===== src/rtl/conv_sched_pkg.sv =====
// Shared phase encoding and defaults for the conv tile scheduler and its engines.
// Optional watchdog is enabled with the SCHED_TIMEOUT_EN macro.
package conv_sched_pkg;

  localparam logic [2:0] PH_IDLE = 3'd0;
  localparam logic [2:0] PH_LOAD = 3'd1;
  localparam logic [2:0] PH_COMP = 3'd2;
  localparam logic [2:0] PH_WB   = 3'd3;

  localparam int DEF_ROW_W = 10;
  localparam int DEF_CH_W  = 8;
  localparam int DEF_TO_W  = 16;

  typedef enum logic [2:0] {
    S_IDLE = PH_IDLE,
    S_LOAD = PH_LOAD,
    S_COMP = PH_COMP,
    S_WB   = PH_WB
  } phase_e;

  function automatic logic is_active(input phase_e ph);
    return (ph == S_LOAD) || (ph == S_COMP) || (ph == S_WB);
  endfunction

endpackage


===== src/rtl/conv_tile_sched_if.sv =====
// Handshake bundle between the layer controller / engines and the tile scheduler.
// The to_limit signal exists only when SCHED_TIMEOUT_EN is defined.
interface conv_tile_sched_if
  import conv_sched_pkg::*;
#(
  parameter int ROW_W = DEF_ROW_W,
  parameter int CH_W  = DEF_CH_W
`ifdef SCHED_TIMEOUT_EN
  , parameter int TO_W = DEF_TO_W
`endif
);
  logic             start;
  logic             abort;
  logic [ROW_W-1:0] cfg_rows;
  logic [CH_W-1:0]  cfg_ch;
  logic             ld_end;
  logic             comp_end;
  logic             wb_end;
`ifdef SCHED_TIMEOUT_EN
  logic [TO_W-1:0]  to_limit;
`endif
  logic [2:0]       phase;
  logic             ld_go;
  logic             comp_go;
  logic             wb_go;
  logic [ROW_W-1:0] row_idx;
  logic [CH_W-1:0]  ch_idx;
  logic             busy;
  logic             done;
  logic             err;

  modport master (
`ifdef SCHED_TIMEOUT_EN
    output to_limit,
`endif
    output start, abort, cfg_rows, cfg_ch, ld_end, comp_end, wb_end,
    input  phase, ld_go, comp_go, wb_go, row_idx, ch_idx, busy, done, err
  );

  modport slave (
`ifdef SCHED_TIMEOUT_EN
    input  to_limit,
`endif
    input  start, abort, cfg_rows, cfg_ch, ld_end, comp_end, wb_end,
    output phase, ld_go, comp_go, wb_go, row_idx, ch_idx, busy, done, err
  );
endinterface


===== src/rtl/conv_sched_idx.sv =====
// Row/channel nested pass counter: latches the job size on load, channel is the inner loop.
module conv_sched_idx #(
  parameter int ROW_W = 10,
  parameter int CH_W  = 8
) (
  input  logic             clk,
  input  logic             rstn,
  input  logic             load_i,
  input  logic [ROW_W-1:0] cfg_rows_i,
  input  logic [CH_W-1:0]  cfg_ch_i,
  input  logic             advance_i,
  output logic [ROW_W-1:0] row_idx_o,
  output logic [CH_W-1:0]  ch_idx_o,
  output logic             last_o
);
  logic [ROW_W-1:0] rows_q, rows_d, row_q, row_d;
  logic [CH_W-1:0]  chs_q, chs_d, ch_q, ch_d;
  logic             ch_last, row_last;

  // One extra bit so count-1 compares cleanly at the maximum counts.
  assign ch_last  = ({1'b0, ch_q} + (CH_W+1)'(1)) == {1'b0, chs_q};
  assign row_last = ({1'b0, row_q} + (ROW_W+1)'(1)) == {1'b0, rows_q};
  assign last_o   = ch_last && row_last;

  always_comb begin
    rows_d = rows_q;
    chs_d  = chs_q;
    row_d  = row_q;
    ch_d   = ch_q;
    if (load_i) begin
      rows_d = cfg_rows_i;
      chs_d  = cfg_ch_i;
      row_d  = '0;
      ch_d   = '0;
    end else if (advance_i) begin
      if (ch_last) begin
        ch_d  = '0;
        row_d = row_q + ROW_W'(1);
      end else begin
        ch_d  = ch_q + CH_W'(1);
      end
    end
  end

  always_ff @(posedge clk or negedge rstn) begin
    if (!rstn) begin
      rows_q <= '0;
      chs_q  <= '0;
      row_q  <= '0;
      ch_q   <= '0;
    end else begin
      rows_q <= rows_d;
      chs_q  <= chs_d;
      row_q  <= row_d;
      ch_q   <= ch_d;
    end
  end

  assign row_idx_o = row_q;
  assign ch_idx_o  = ch_q;
endmodule


===== src/rtl/conv_tile_sched.sv =====
// Tile scheduler: walks rows x channels passes through LOAD/COMP/WB with registered go pulses.
// Define SCHED_TIMEOUT_EN to add the per-phase watchdog (to_limit input, sticky err).
module conv_tile_sched
  import conv_sched_pkg::*;
#(
  parameter int ROW_W = DEF_ROW_W,
  parameter int CH_W  = DEF_CH_W
`ifdef SCHED_TIMEOUT_EN
  , parameter int TO_W = DEF_TO_W
`endif
) (
  input logic               clk,
  input logic               rstn,
  conv_tile_sched_if.slave  bus
);
  phase_e           phase_q, phase_d;
  logic             ld_go_q, ld_go_d, comp_go_q, comp_go_d, wb_go_q, wb_go_d;
  logic             done_q, done_d;
  logic             idx_load, idx_adv, idx_last;
  logic             cfg_zero, end_hit, timeout, to_fire;
  logic [ROW_W-1:0] row_idx;
  logic [CH_W-1:0]  ch_idx;

  conv_sched_idx #(.ROW_W(ROW_W), .CH_W(CH_W)) u_idx (
    .clk        (clk),
    .rstn       (rstn),
    .load_i     (idx_load),
    .cfg_rows_i (bus.cfg_rows),
    .cfg_ch_i   (bus.cfg_ch),
    .advance_i  (idx_adv),
    .row_idx_o  (row_idx),
    .ch_idx_o   (ch_idx),
    .last_o     (idx_last)
  );

  assign cfg_zero = (bus.cfg_rows == '0) || (bus.cfg_ch == '0);

  always_comb begin
    end_hit = 1'b0;
    case (phase_q)
      S_LOAD:  end_hit = bus.ld_end;
      S_COMP:  end_hit = bus.comp_end;
      S_WB:    end_hit = bus.wb_end;
      default: end_hit = 1'b0;
    endcase
  end

  assign to_fire = timeout && !end_hit;

  always_comb begin
    phase_d  = phase_q;
    done_d   = 1'b0;
    idx_load = 1'b0;
    idx_adv  = 1'b0;
    if (bus.abort) begin
      phase_d = S_IDLE;
    end else begin
      case (phase_q)
        S_IDLE: if (bus.start) begin
          idx_load = 1'b1;
          if (cfg_zero) done_d  = 1'b1;
          else          phase_d = S_LOAD;
        end
        S_LOAD: if (end_hit) phase_d = S_COMP;
                else if (to_fire) phase_d = S_IDLE;
        S_COMP: if (end_hit) phase_d = S_WB;
                else if (to_fire) phase_d = S_IDLE;
        S_WB: if (end_hit) begin
          if (idx_last) begin
            phase_d = S_IDLE;
            done_d  = 1'b1;
          end else begin
            phase_d = S_LOAD;
            idx_adv = 1'b1;
          end
        end else if (to_fire) begin
          phase_d = S_IDLE;
        end
        default: phase_d = S_IDLE;
      endcase
    end
    // A go pulse marks phase entry, so it can never coincide with done.
    ld_go_d   = (phase_d == S_LOAD) && (phase_q != S_LOAD);
    comp_go_d = (phase_d == S_COMP) && (phase_q != S_COMP);
    wb_go_d   = (phase_d == S_WB)   && (phase_q != S_WB);
  end

  always_ff @(posedge clk or negedge rstn) begin
    if (!rstn) begin
      phase_q   <= S_IDLE;
      ld_go_q   <= 1'b0;
      comp_go_q <= 1'b0;
      wb_go_q   <= 1'b0;
      done_q    <= 1'b0;
    end else begin
      phase_q   <= phase_d;
      ld_go_q   <= ld_go_d;
      comp_go_q <= comp_go_d;
      wb_go_q   <= wb_go_d;
      done_q    <= done_d;
    end
  end

`ifdef SCHED_TIMEOUT_EN
  logic [TO_W-1:0] cnt_q, cnt_d;
  logic            err_q, err_d;

  // cnt_q counts cycles already spent in the phase; fire on the to_limit-th cycle.
  assign timeout = (bus.to_limit != '0) &&
                   (({1'b0, cnt_q} + (TO_W+1)'(1)) == {1'b0, bus.to_limit});

  always_comb begin
    cnt_d = '0;
    if (phase_d == phase_q) cnt_d = (cnt_q == '1) ? cnt_q : cnt_q + TO_W'(1);
    err_d = err_q;
    if (idx_load)                                              err_d = 1'b0;
    else if (!bus.abort && is_active(phase_q) && to_fire)      err_d = 1'b1;
  end

  always_ff @(posedge clk or negedge rstn) begin
    if (!rstn) begin
      cnt_q <= '0;
      err_q <= 1'b0;
    end else begin
      cnt_q <= cnt_d;
      err_q <= err_d;
    end
  end

  assign bus.err = err_q;
`else
  assign timeout = 1'b0;
  assign bus.err = 1'b0;
`endif

  assign bus.phase   = phase_q;
  assign bus.busy    = (phase_q != S_IDLE);
  assign bus.ld_go   = ld_go_q;
  assign bus.comp_go = comp_go_q;
  assign bus.wb_go   = wb_go_q;
  assign bus.done    = done_q;
  assign bus.row_idx = row_idx;
  assign bus.ch_idx  = ch_idx;
endmodule

===== src/flat_wrapper.sv =====
// flat-port wrapper written by rule: the top's interface ports become plain ports
module conv_tile_sched_flat import conv_sched_pkg::*;
#(
  parameter int ROW_W = DEF_ROW_W,
  parameter int CH_W  = DEF_CH_W

)
  (clk, rstn, bus_start, bus_abort, bus_cfg_rows, bus_cfg_ch, bus_ld_end, bus_comp_end, bus_wb_end, bus_phase, bus_ld_go, bus_comp_go, bus_wb_go, bus_row_idx, bus_ch_idx, bus_busy, bus_done, bus_err);
  conv_tile_sched_if #(.ROW_W(ROW_W), .CH_W(CH_W)) bus_i ();
  input logic clk;
  input logic rstn;
  input wire logic [$bits(bus_i.start)-1:0] bus_start;
  input wire logic [$bits(bus_i.abort)-1:0] bus_abort;
  input wire logic [$bits(bus_i.cfg_rows)-1:0] bus_cfg_rows;
  input wire logic [$bits(bus_i.cfg_ch)-1:0] bus_cfg_ch;
  input wire logic [$bits(bus_i.ld_end)-1:0] bus_ld_end;
  input wire logic [$bits(bus_i.comp_end)-1:0] bus_comp_end;
  input wire logic [$bits(bus_i.wb_end)-1:0] bus_wb_end;
  output wire logic [$bits(bus_i.phase)-1:0] bus_phase;
  output wire logic [$bits(bus_i.ld_go)-1:0] bus_ld_go;
  output wire logic [$bits(bus_i.comp_go)-1:0] bus_comp_go;
  output wire logic [$bits(bus_i.wb_go)-1:0] bus_wb_go;
  output wire logic [$bits(bus_i.row_idx)-1:0] bus_row_idx;
  output wire logic [$bits(bus_i.ch_idx)-1:0] bus_ch_idx;
  output wire logic [$bits(bus_i.busy)-1:0] bus_busy;
  output wire logic [$bits(bus_i.done)-1:0] bus_done;
  output wire logic [$bits(bus_i.err)-1:0] bus_err;
  assign bus_i.start = bus_start;
  assign bus_i.abort = bus_abort;
  assign bus_i.cfg_rows = bus_cfg_rows;
  assign bus_i.cfg_ch = bus_cfg_ch;
  assign bus_i.ld_end = bus_ld_end;
  assign bus_i.comp_end = bus_comp_end;
  assign bus_i.wb_end = bus_wb_end;
  assign bus_phase = bus_i.phase;
  assign bus_ld_go = bus_i.ld_go;
  assign bus_comp_go = bus_i.comp_go;
  assign bus_wb_go = bus_i.wb_go;
  assign bus_row_idx = bus_i.row_idx;
  assign bus_ch_idx = bus_i.ch_idx;
  assign bus_busy = bus_i.busy;
  assign bus_done = bus_i.done;
  assign bus_err = bus_i.err;
  conv_tile_sched #(.ROW_W(ROW_W), .CH_W(CH_W)) u_core (.clk(clk), .rstn(rstn), .bus(bus_i));
endmodule

===== config.mk =====
export PLATFORM = sky130hd
export DESIGN_NAME = conv_tile_sched_flat
export DESIGN_NICKNAME = d
export VERILOG_FILES = /design/src/rtl/conv_sched_pkg.sv /design/src/rtl/conv_tile_sched_if.sv /design/src/rtl/conv_sched_idx.sv /design/src/rtl/conv_tile_sched.sv /design/src/flat_wrapper.sv
export SDC_FILE = /design/constraint.sdc
export NUM_CORES = 1
export LEC_CHECK = 0
export CORE_MARGIN = 2
export CORE_UTILIZATION = 40
export DETAILED_ROUTE_END_ITERATION = 12
export SLEW_MARGIN = 15
export SYNTH_ARGS = -nofsm -noshare
export SYNTH_HDL_FRONTEND = slang
export SYNTH_HIERARCHICAL = 1
export SYNTH_SLANG_ARGS = --single-unit
export TNS_END_PERCENT = 100

===== constraint.sdc =====
create_clock -name clk -period 9.5 [get_ports clk]
set_input_delay 1.9 -clock clk [delete_from_list [all_inputs] [get_ports clk]]
set_output_delay 1.9 -clock clk [all_outputs]
set_load 0.01 [all_outputs]

## Word level (Yosys, flattened, before mapping)

Index checks and enable logic that the tools add are counted.

- Add/subtract/negate cells: 4
- Equality and inequality tests: 11
- Mux-type cells: 28
- Reduce and logical (&&, ||, !) cells: 12

Operators with widths:

| cell | count |
|---|---|
| 2-to-1 mux 10 bit | 3 |
| 2-to-1 mux 8 bit | 3 |
| 2-to-1 mux 3 bit | 6 |
| 2-to-1 mux 1 bit | 13 |
| == test 3 x 2 -> 1 bit, second input constant | 4 |
| case mux 3 bit (4 select lines) | 1 |
| adder 10 x 1 -> 11 bit, second input constant | 1 |
| == test 11 x 10 -> 1 bit | 1 |
| adder 10 x 1 -> 10 bit, second input constant | 1 |
| logical NOT 10 bit | 1 |
| adder 8 x 1 -> 9 bit, second input constant | 1 |
| == test 9 x 8 -> 1 bit | 1 |
| adder 8 x 1 -> 8 bit, second input constant | 1 |
| logical NOT 8 bit | 1 |
| == test 3 x 1 -> 1 bit, second input constant | 2 |
| inequality test 3 x 2 -> 1 bit, second input constant | 2 |
| logical AND 1 bit | 4 |
| nonzero test 2 bit | 2 |
| logical NOT 3 bit | 1 |
| inequality test 3 x 1 -> 1 bit, second input constant | 1 |
| case mux 1 bit (3 select lines) | 1 |
| nonzero test 3 bit | 1 |
| case mux 1 bit (2 select lines) | 1 |
| AND reduction 2 bit | 1 |
| logical OR 1 bit | 1 |

- Flip-flop bits (word level): 43
- Word-level logic and storage cells: 64

## Depth between registers and ports, before layout

Gate-level depths: netlist of the first run.

- Depth in word-level cells: 9
- Gate-level depth with buffers: 14
- Depth with buffers taken out: 12

## By module

The synthesis of the first run kept the hierarchy.

By module, submodules not included:

| module | instances | cells each | area each (um^2) |
|---|---|---|---|
| conv_sched_idx | 1 | 223 | 2273.4 |
| conv_tile_sched | 1 | 45 | 417.9 |

## Worst setup path after synthesis of the first run

OpenSTA, ideal clock, no wires.

- Path kind: input-to-reg
- Start: input port bus_start
- End: register u_core.u_idx.chs_q[0]
- Arrival time: 3308 ps
- Required time: 9375 ps
- Setup slack: 6067 ps
- Stages on the path: 5
- Path buffers: 2
- Path through: nor4b_2 and2_1 clkbuf_1 buf_1 mux2_2

- Longest elaborated chain between the ends: 3

Ends and longest elaborated chain:

| item | line | text |
|---|---|---|
| start, declared | flat_wrapper.sv:12 | `input wire logic [$bits(bus_i.start)-1:0] bus_start;` |
| 2-to-1 mux 1 bit | conv_tile_sched.sv:59 | `S_IDLE: if (bus.start) begin` |
| 2-to-1 mux 1 bit | conv_tile_sched.sv:58 | `case (phase_q)` |
| 2-to-1 mux 1 bit | conv_tile_sched.sv:55 | `if (bus.abort) begin` |
| net u_core.idx_load | conv_tile_sched.sv:19 | `logic idx_load, idx_adv, idx_last;` |
| end signal, assigned | conv_sched_idx.sv:53 | `chs_q <= chs_d;` |
| end, declared | conv_sched_idx.sv:17 | `logic [CH_W-1:0] chs_q, chs_d, ch_q, ch_d;` |

The timed path passes the listed nets, and every way through them passes these cells.
A chain may end at the register's enable or synchronous reset.

## Worst setup path in the final report of the first run

- Start: register u_core.u_idx.ch_q[0] (netlist: u_core/u_idx/ch_idx_o[0])
- End: register u_core.u_idx.row_q[8] (netlist: u_core/u_idx/row_idx_o[8])

- Longest elaborated chain between the ends: 9
- Elaborated cells on any way between the ends: 10
- Those cells by class: 1 x add/sub; 1 x eq/ne; 4 x mux; 4 x reduce/logical

Ends and longest elaborated chain:

| item | line | text |
|---|---|---|
| start, declared | conv_sched_idx.sv:17 |  |
| start signal, assigned | conv_sched_idx.sv:55 | `ch_q <= ch_d;` |
| adder 8 x 1 -> 9 bit | conv_sched_idx.sv:21 | `assign ch_last = ({1'b0, ch_q} + (CH_W+1)'(1)) == {1'b0, chs_q};` |
| == test 9 x 8 -> 1 bit | conv_sched_idx.sv:21 |  |
| logical AND 1 bit | conv_sched_idx.sv:23 | `assign last_o = ch_last && row_last;` |
| net u_core.idx_last | conv_tile_sched.sv:19 |  |
| 2-to-1 mux 1 bit | conv_tile_sched.sv:69 | `if (idx_last) begin` |
| 2-to-1 mux 1 bit | conv_tile_sched.sv:68 | `S_WB: if (end_hit) begin` |
| 2-to-1 mux 1 bit | conv_tile_sched.sv:58 |  |
| 2-to-1 mux 1 bit | conv_tile_sched.sv:55 |  |
| net u_core.idx_adv | conv_tile_sched.sv:19 |  |
| nonzero test 2 bit (no line) | n/a |  |
| AND reduction 2 bit (no line) | n/a |  |
| end signal, assigned | conv_sched_idx.sv:54 | `row_q <= row_d;` |
| end, declared | conv_sched_idx.sv:16 | `logic [ROW_W-1:0] rows_q, rows_d, row_q, row_d;` |

The timed path passes the listed nets, and every way through them passes these cells.

==> results of run 1 <==
## cell type report
class                      instances  area, µm²
fill                             610       3110
multi-input combinational        207       1530
sequential                        43       1080
timing repair buffer              52        510
tap                               77       96.3
clock buffer                       5       68.8
clock inverter                     3       15.0
inverter                           3       11.3
## where the power goes
part,internal (mW),leakage [nW],switching [mW]
clock,0.0504,0.0477,0.0645
combinational,0.0450,0.722,0.0393
sequential,0.202,0.562,0.0183
## logic make-up after synthesis
family | share of synthesized area, %
AO/OA/AOI/OAI | 11.2
buffers and inverters | 3.77
flip-flops | 40.0
AND/OR/NAND/NOR | 24.0
multiplexers | 12.8
XOR/XNOR | 7.16
other | 0.139
adder cells (fa/ha/maj) | 0.930
## state kept, by name (all words and copies together), names as in the netlist
name,cells
u_core/u_idx/row_idx_o,10
u_core/u_idx/rows_q,10
u_core/u_idx/ch_idx_o,8
u_core/u_idx/chs_q,8
u_core/bus.phase,3
u_core/bus.comp_go,1
u_core/bus.done,1
u_core/bus.ld_go,1
u_core/bus.wb_go,1
## per-stage QoR
step	power [mW]	std cells	utilization (%)	setup slack, ns
2_1_floorplan	0.277	269	-	6.07
6_report	0.419	390	51.5	5.22
3_3_place_gp	0.304	382	50.1	4.78
5_1_grt	0.447	390	51.5	4.82
4_1_cts	0.423	390	51.5	5.19
3_5_place_dp	0.307	382	50.2	5.21
## final timing paths
check                                                          start                                    end  slack [ns]  cells past startpoint
worst max-delay path            u_core/u_idx/ch_idx_o[0]$_DFFE_PN0P_  u_core/u_idx/row_idx_o[8]$_DFFE_PN0P_        5.22                     12
worst min-delay path               u_core/u_idx/chs_q[0]$_DFFE_PN0P_      u_core/u_idx/chs_q[0]$_DFFE_PN0P_        0.53                      1
worst max register to register  u_core/u_idx/ch_idx_o[0]$_DFFE_PN0P_  u_core/u_idx/row_idx_o[8]$_DFFE_PN0P_        5.22                     12
worst min register to register     u_core/u_idx/chs_q[0]$_DFFE_PN0P_      u_core/u_idx/chs_q[0]$_DFFE_PN0P_        0.53                      1
max in group asynchronous                                       rstn      u_core/u_idx/chs_q[0]$_DFFE_PN0P_        7.14                      1
min in group asynchronous                                       rstn  u_core/u_idx/row_idx_o[1]$_DFFE_PN0P_        1.76                      1
## cells in the mapped netlist (2+ instances only)
| master | instances |
|---|---|
| dfrtp_1 | 43 |
| mux2_2 | 24 |
| nor2_1 | 21 |
| nand2_1 | 14 |
| nor2b_1 | 14 |
| xor2_1 | 14 |
| nand3_1 | 10 |
| nand4_1 | 8 |
| xnor2_1 | 8 |
| a21oi_1 | 7 |
| a31oi_1 | 7 |
| nor4_1 | 7 |
| and3_1 | 5 |
| buf_4 | 5 |
| clkbuf_1 | 5 |
| nand2b_1 | 5 |
| nand3b_1 | 5 |
| a22o_1 | 4 |
| and2_1 | 4 |
| mux2_1 | 4 |
| nor3_1 | 4 |
| a31o_2 | 3 |
| buf_2 | 3 |
| inv_1 | 3 |
| mux2i_1 | 3 |
| nor3b_1 | 3 |
| o21ai_0 | 3 |
| and4_1 | 2 |
| buf_1 | 2 |
| ha_1 | 2 |
| or3b_1 | 2 |
## critical path, cell delays in order, from the launching register on
cell and delay (ns):
dfrtp_1 0.58, ha_1 0.39, and2_1 0.26, nand2b_1 0.07, o2111a_1 0.27, nor4_4 0.71, nand2_1 0.30, a2111oi_2 0.63
nor4_2 0.11, buf_4 0.24, and3_1 0.18, nand3_1 0.08, mux2_2 0.34
## routing by layer
metal | vias up | global-route usage [%] | routed length (µm)
li1 | 1061 | - | -
met1 | 1080 | 26.3 | 3170
met2 | 58 | 28.6 | 2890
met3 | 5 | 3.37 | 216
met4 | 0 | 4.33 | 60
met5 | - | 0 | 0
==> impl_metrics.toml, run 1 <==
[worst_setup_path]
worstPathMaxFanout = 22
critPathKind = "flip-flop to flip-flop"
required_ns = 9.69
cp-start-kind = "flip-flop"
cp.arrival_ns = 4.47
end_kind = "flip-flop"

[clock_tree]
cts_setup_buffers = 0
cts_max_level = 2
postCtsHoldBufs = 0
cts_tree = "done"
clock_latency_ns = 0.29
cts_resized = 0
clk_pin_slew_ns = 0.08
clockRootBuffer = "clkbuf_8"
clkSinkCount = 43
cts_buffer_depth = 2
numCtsBuffers = 5

[pwr]
vdd_drop_max_mv = 0.0600
power_density_mw_per_mm2 = 127
p_leak_nw = 1.33

[timing]
slew_headroom_pct = 35.1
finalSetupViolations = 0
worst-slew-pin-transition_ns = 0.973
min_period_over_period_pct = 45.1
drv_slew = 0
setup-tns-final_ns = 0
finalCriticalPeriod_ns = 4.28
rsz0062_at_grt = "no"
finClkSkew_ns = 0.00617
timing.fmax_mhz = 234
finalHoldViolations = 0
holdWs_ns = 0.534

[final_layout]
fin_area_mm2 = 0.00331
final_nets = 339
syn_to_final_growth_pct = 23.0
mostFrequentLayoutCell = "clkdlybuf4s50_1"
drive_above_1_share_pct = 15.3
final_cell_mix = "49 x clkdlybuf4s50_1, 43 x dfrtp_1, 24 x mux2_2"
diodes = 0

[synth]
synth-seq-cells = 43
netlist_instances = 268
synth.distinct_cells = 55
synth_top_area_cell = "dfrtp_1"
syn_area_mm2 = 0.00269
postSynthAreaPerCell_um2 = 10.0
synthFlopType = "dfrtp_1"
yosysTopAreaCellShare_pct = 40.0
synth.top_cells.by_area = "dfrtp_1 40%, mux2_2 10%, xor2_1 4.6%, nor2b_1 3.3%, nor2_1 2.9%"
synth-async-reset-ratio_pct = 100
synth_edf_count = 0
synth_warnings = 6
synth-seq-area-share_pct = 40.0

[floorplanning]
io-pin-count = 52
fp.dieH_um = 86.0
die_w_um = 86.0
initial_core_util_pct = 41.9
core-area_mm2 = 0.00642
design.die.area_mm2 = 0.00740
rows = 29

[global_routing]
grt_max_degree = 44
grt_overflow = 0
grt_util_all_layers_pct = 18.3
antenna_found_initial = 0
grt_first_pass_wirelength_mm = 10.7
grt_pass1_vias = 2136

[placed_design]
place_area_mm2 = 0.00323
port_buffers = 50
place_congestion = 0.824
hpwl_mm = 4.38

[detailed_routing]
vias = 2204
drcViolationCount = 0
avgRoutedWirePerCell_um = 16.2
totalWireLength_mm = 6.34
drtAntennaViolNets = 0
detail_route.vias_per_cell = 5.65
drt-initial-drc-count = 137
dr.pass1.iters = 4

[run_status]
status = "finished, final reports clean"

[min_path]
min_path_type = "flip-flop to flip-flop"

[flow_run]
cap_violations = 0
Power figures use the tool's default switching activity.
==> inputs of run 2 (changes only) <==
Clock period 9.5 ns to 4.3 ns, I/O delays scaled along.
==> run 2 against run 1 <==
  * Flip-flop and latch count did not move
  * Highest routed layer unchanged
  * Clock power grew 120%
  * Die area did not move
  * Setup slack got worse by 4.5 ns
  * Via count is 0.73% lower
  * Critical path type unchanged
  * Register-to-register slack worse by 4.5 ns
  * First-iteration DRC count fell by 31%
==> impl_metrics.toml, run 2 (same netlist as run 1, synthesis figures left out) <==
[pwr]
comb_power_share_pct = 20.1
vdd_drop_max_mv = 0.139
p_leak_nw = 1.34
power_density_mw_per_mm2 = 278
p_clk_share_pct = 27.4
finalPower_mw = 0.924
p_seq_share_pct = 52.5
p_switching_mw = 0.261
netSwitchingFraction_pct = 28.2
internal_power_mw = 0.663

[final_layout]
mostFrequentLayoutCell = "clkdlybuf4s50_1"
final_core_util_pct = 51.7
multiInputGateArea_mm2 = 0.00152
fill_cells = 589
diodes = 0
seqCellArea_mm2 = 0.00108
final_cell_mix = "49 x clkdlybuf4s50_1, 43 x dfrtp_1, 24 x mux2_2"
final_nets = 342
syn_to_final_growth_pct = 23.4
drive_above_1_share_pct = 15.5

[floorplanning]
die_w_um = 86.0
rows = 29
core-area_mm2 = 0.00642
fp.dieH_um = 86.0
io-pin-count = 52
design.die.area_mm2 = 0.00740
initial_core_util_pct = 41.9

[timing]
finalCriticalPeriod_ns = 3.55
slew_headroom_pct = 35.1
worst-slew-pin-transition_ns = 0.973
setup-tns-final_ns = 0
min_period_over_period_pct = 82.7
timing.fmax_mhz = 281
drv_slew = 0
rsz0062_at_grt = "no"
finClkSkew_ns = 0.00442
finalSetupViolations = 0
finalHoldViolations = 0

[worst_setup_path]
cp.arrival_ns = 3.74
cp-start-kind = "flip-flop"
required_ns = 4.48
rrSetupSlack_ns = 0.75
worstPathMaxFanout = 22
timing.rr.start = "u_core/u_idx/ch_idx_o[0]$_DFFE_PN0P_"
ff2ff_path_depth = 12
end_kind = "flip-flop"
critPathKind = "flip-flop to flip-flop"
rr_endpoint = "u_core/u_idx/row_idx_o[8]$_DFFE_PN0P_"

[global_routing]
grt_overflow = 0
grt_max_degree = 44
grt_pass1_vias = 2186
grt_first_pass_wirelength_mm = 10.8
grt_util_all_layers_pct = 18.2
antenna_found_initial = 0

[clock_tree]
numCtsBuffers = 5
clockRootBuffer = "clkbuf_8"
cts_tree = "done"
clk_pin_slew_ns = 0.08
cts_buffer_depth = 2
postCtsHoldBufs = 0
clock_latency_ns = 0.29
cts_resized = 0
clkSinkCount = 43
cts_setup_buffers = 0
cts_max_level = 2

[detailed_routing]
totalWireLength_mm = 6.21
drt-initial-drc-count = 94
vias = 2188
drcViolationCount = 0
detail_route.vias_per_cell = 5.57
dr.pass1.iters = 4
avgRoutedWirePerCell_um = 15.8
drtAntennaViolNets = 0

[run_status]
status = "finished, final reports clean"

[min_path]
holdPathStages = 1
hp-start = "u_core/u_idx/rows_q[3]$_DFFE_PN0P_"
min_path_type = "flip-flop to flip-flop"
min_to = "u_core/u_idx/rows_q[3]$_DFFE_PN0P_"

[placed_design]
hpwl_mm = 4.39
port_buffers = 50
place_congestion = 0.817

[flow_run]
cap_violations = 0
## run 2: how the worst max path moves through the flow
stage / startpoint / end / slack (ns) / cells past startpoint
2_1_floorplan: u_core/u_idx/ch_idx_o[1]$_DFFE_PN0P_ / u_core/u_idx/ch_idx_o[7]$_DFFE_PN0P_ / 0.98 / 14
3_3_place_gp: u_core/u_idx/ch_idx_o[0]$_DFFE_PN0P_ / u_core/u_idx/row_idx_o[8]$_DFFE_PN0P_ / 0.86 / 12
3_5_place_dp: u_core/u_idx/ch_idx_o[0]$_DFFE_PN0P_ / u_core/u_idx/row_idx_o[8]$_DFFE_PN0P_ / 0.73 / 12
4_1_cts: u_core/u_idx/ch_idx_o[0]$_DFFE_PN0P_ / u_core/u_idx/row_idx_o[8]$_DFFE_PN0P_ / 0.70 / 12
5_1_grt: u_core/u_idx/ch_idx_o[0]$_DFFE_PN0P_ / u_core/u_idx/row_idx_o[8]$_DFFE_PN0P_ / 0.47 / 12
6_report: u_core/u_idx/ch_idx_o[0]$_DFFE_PN0P_ / u_core/u_idx/row_idx_o[8]$_DFFE_PN0P_ / 0.75 / 12
## run 2: critical path, stage by stage, from the launching register on
cell and delay (ns):
dfrtp_1 0.53, ha_1 0.34, and2_1 0.24, nand2b_1 0.07, o2111a_1 0.24, nor4_2 0.30
nand2_1 0.20, a2111oi_2 0.59, nor4_2 0.11, buf_4 0.24, and3_1 0.18, nand3_1 0.08
mux2_2 0.33
## run 2: power groups by stage
stage	combinational, mW	clock, mW	sequential, mW
finish	0.186	0.253	0.485
detailed placement	0.186	0	0.494
global route	0.210	0.282	0.492
CTS	0.188	0.265	0.485
floorplan	0.130	0	0.482
global placement	0.186	0	0.492
## run 2: per-stage QoR
step                      instances  instance area, µm²  setup slack, ns  hold WS (ns)
after floorplan                 269                2700            0.976         0.501
after global placement          385                3240            0.857         0.514
after detailed placement        385                3240            0.729         0.519
after CTS                       393                3320            0.704         0.538
after global routing            393                3320            0.467         0.557
final                           393                3320            0.745         0.530
## run 2: cell type report
class / count / area share, %
multi-input combinational: 207 / 45.9
sequential: 43 / 32.4
timing repair buffer: 55 / 16.0
tap: 77 / 2.90
clock buffer: 7 / 2.30
inverter: 3 / 0.339
clock inverter: 1 / 0.151
## run 2: metal layers
| layer | vias up | routed length, µm | GRT usage, % | share of wire, % |
|---|---|---|---|---|
| li1 | 1066 | - | - | - |
| met1 | 1046 | 3050 | 25.7 | 49 |
| met2 | 70 | 2820 | 28.3 | 45 |
| met3 | 6 | 279 | 3.56 | 4.5 |
| met4 | 0 | 58 | 5.19 | 0.93 |
| met5 | - | 0 | 0 | 0 |
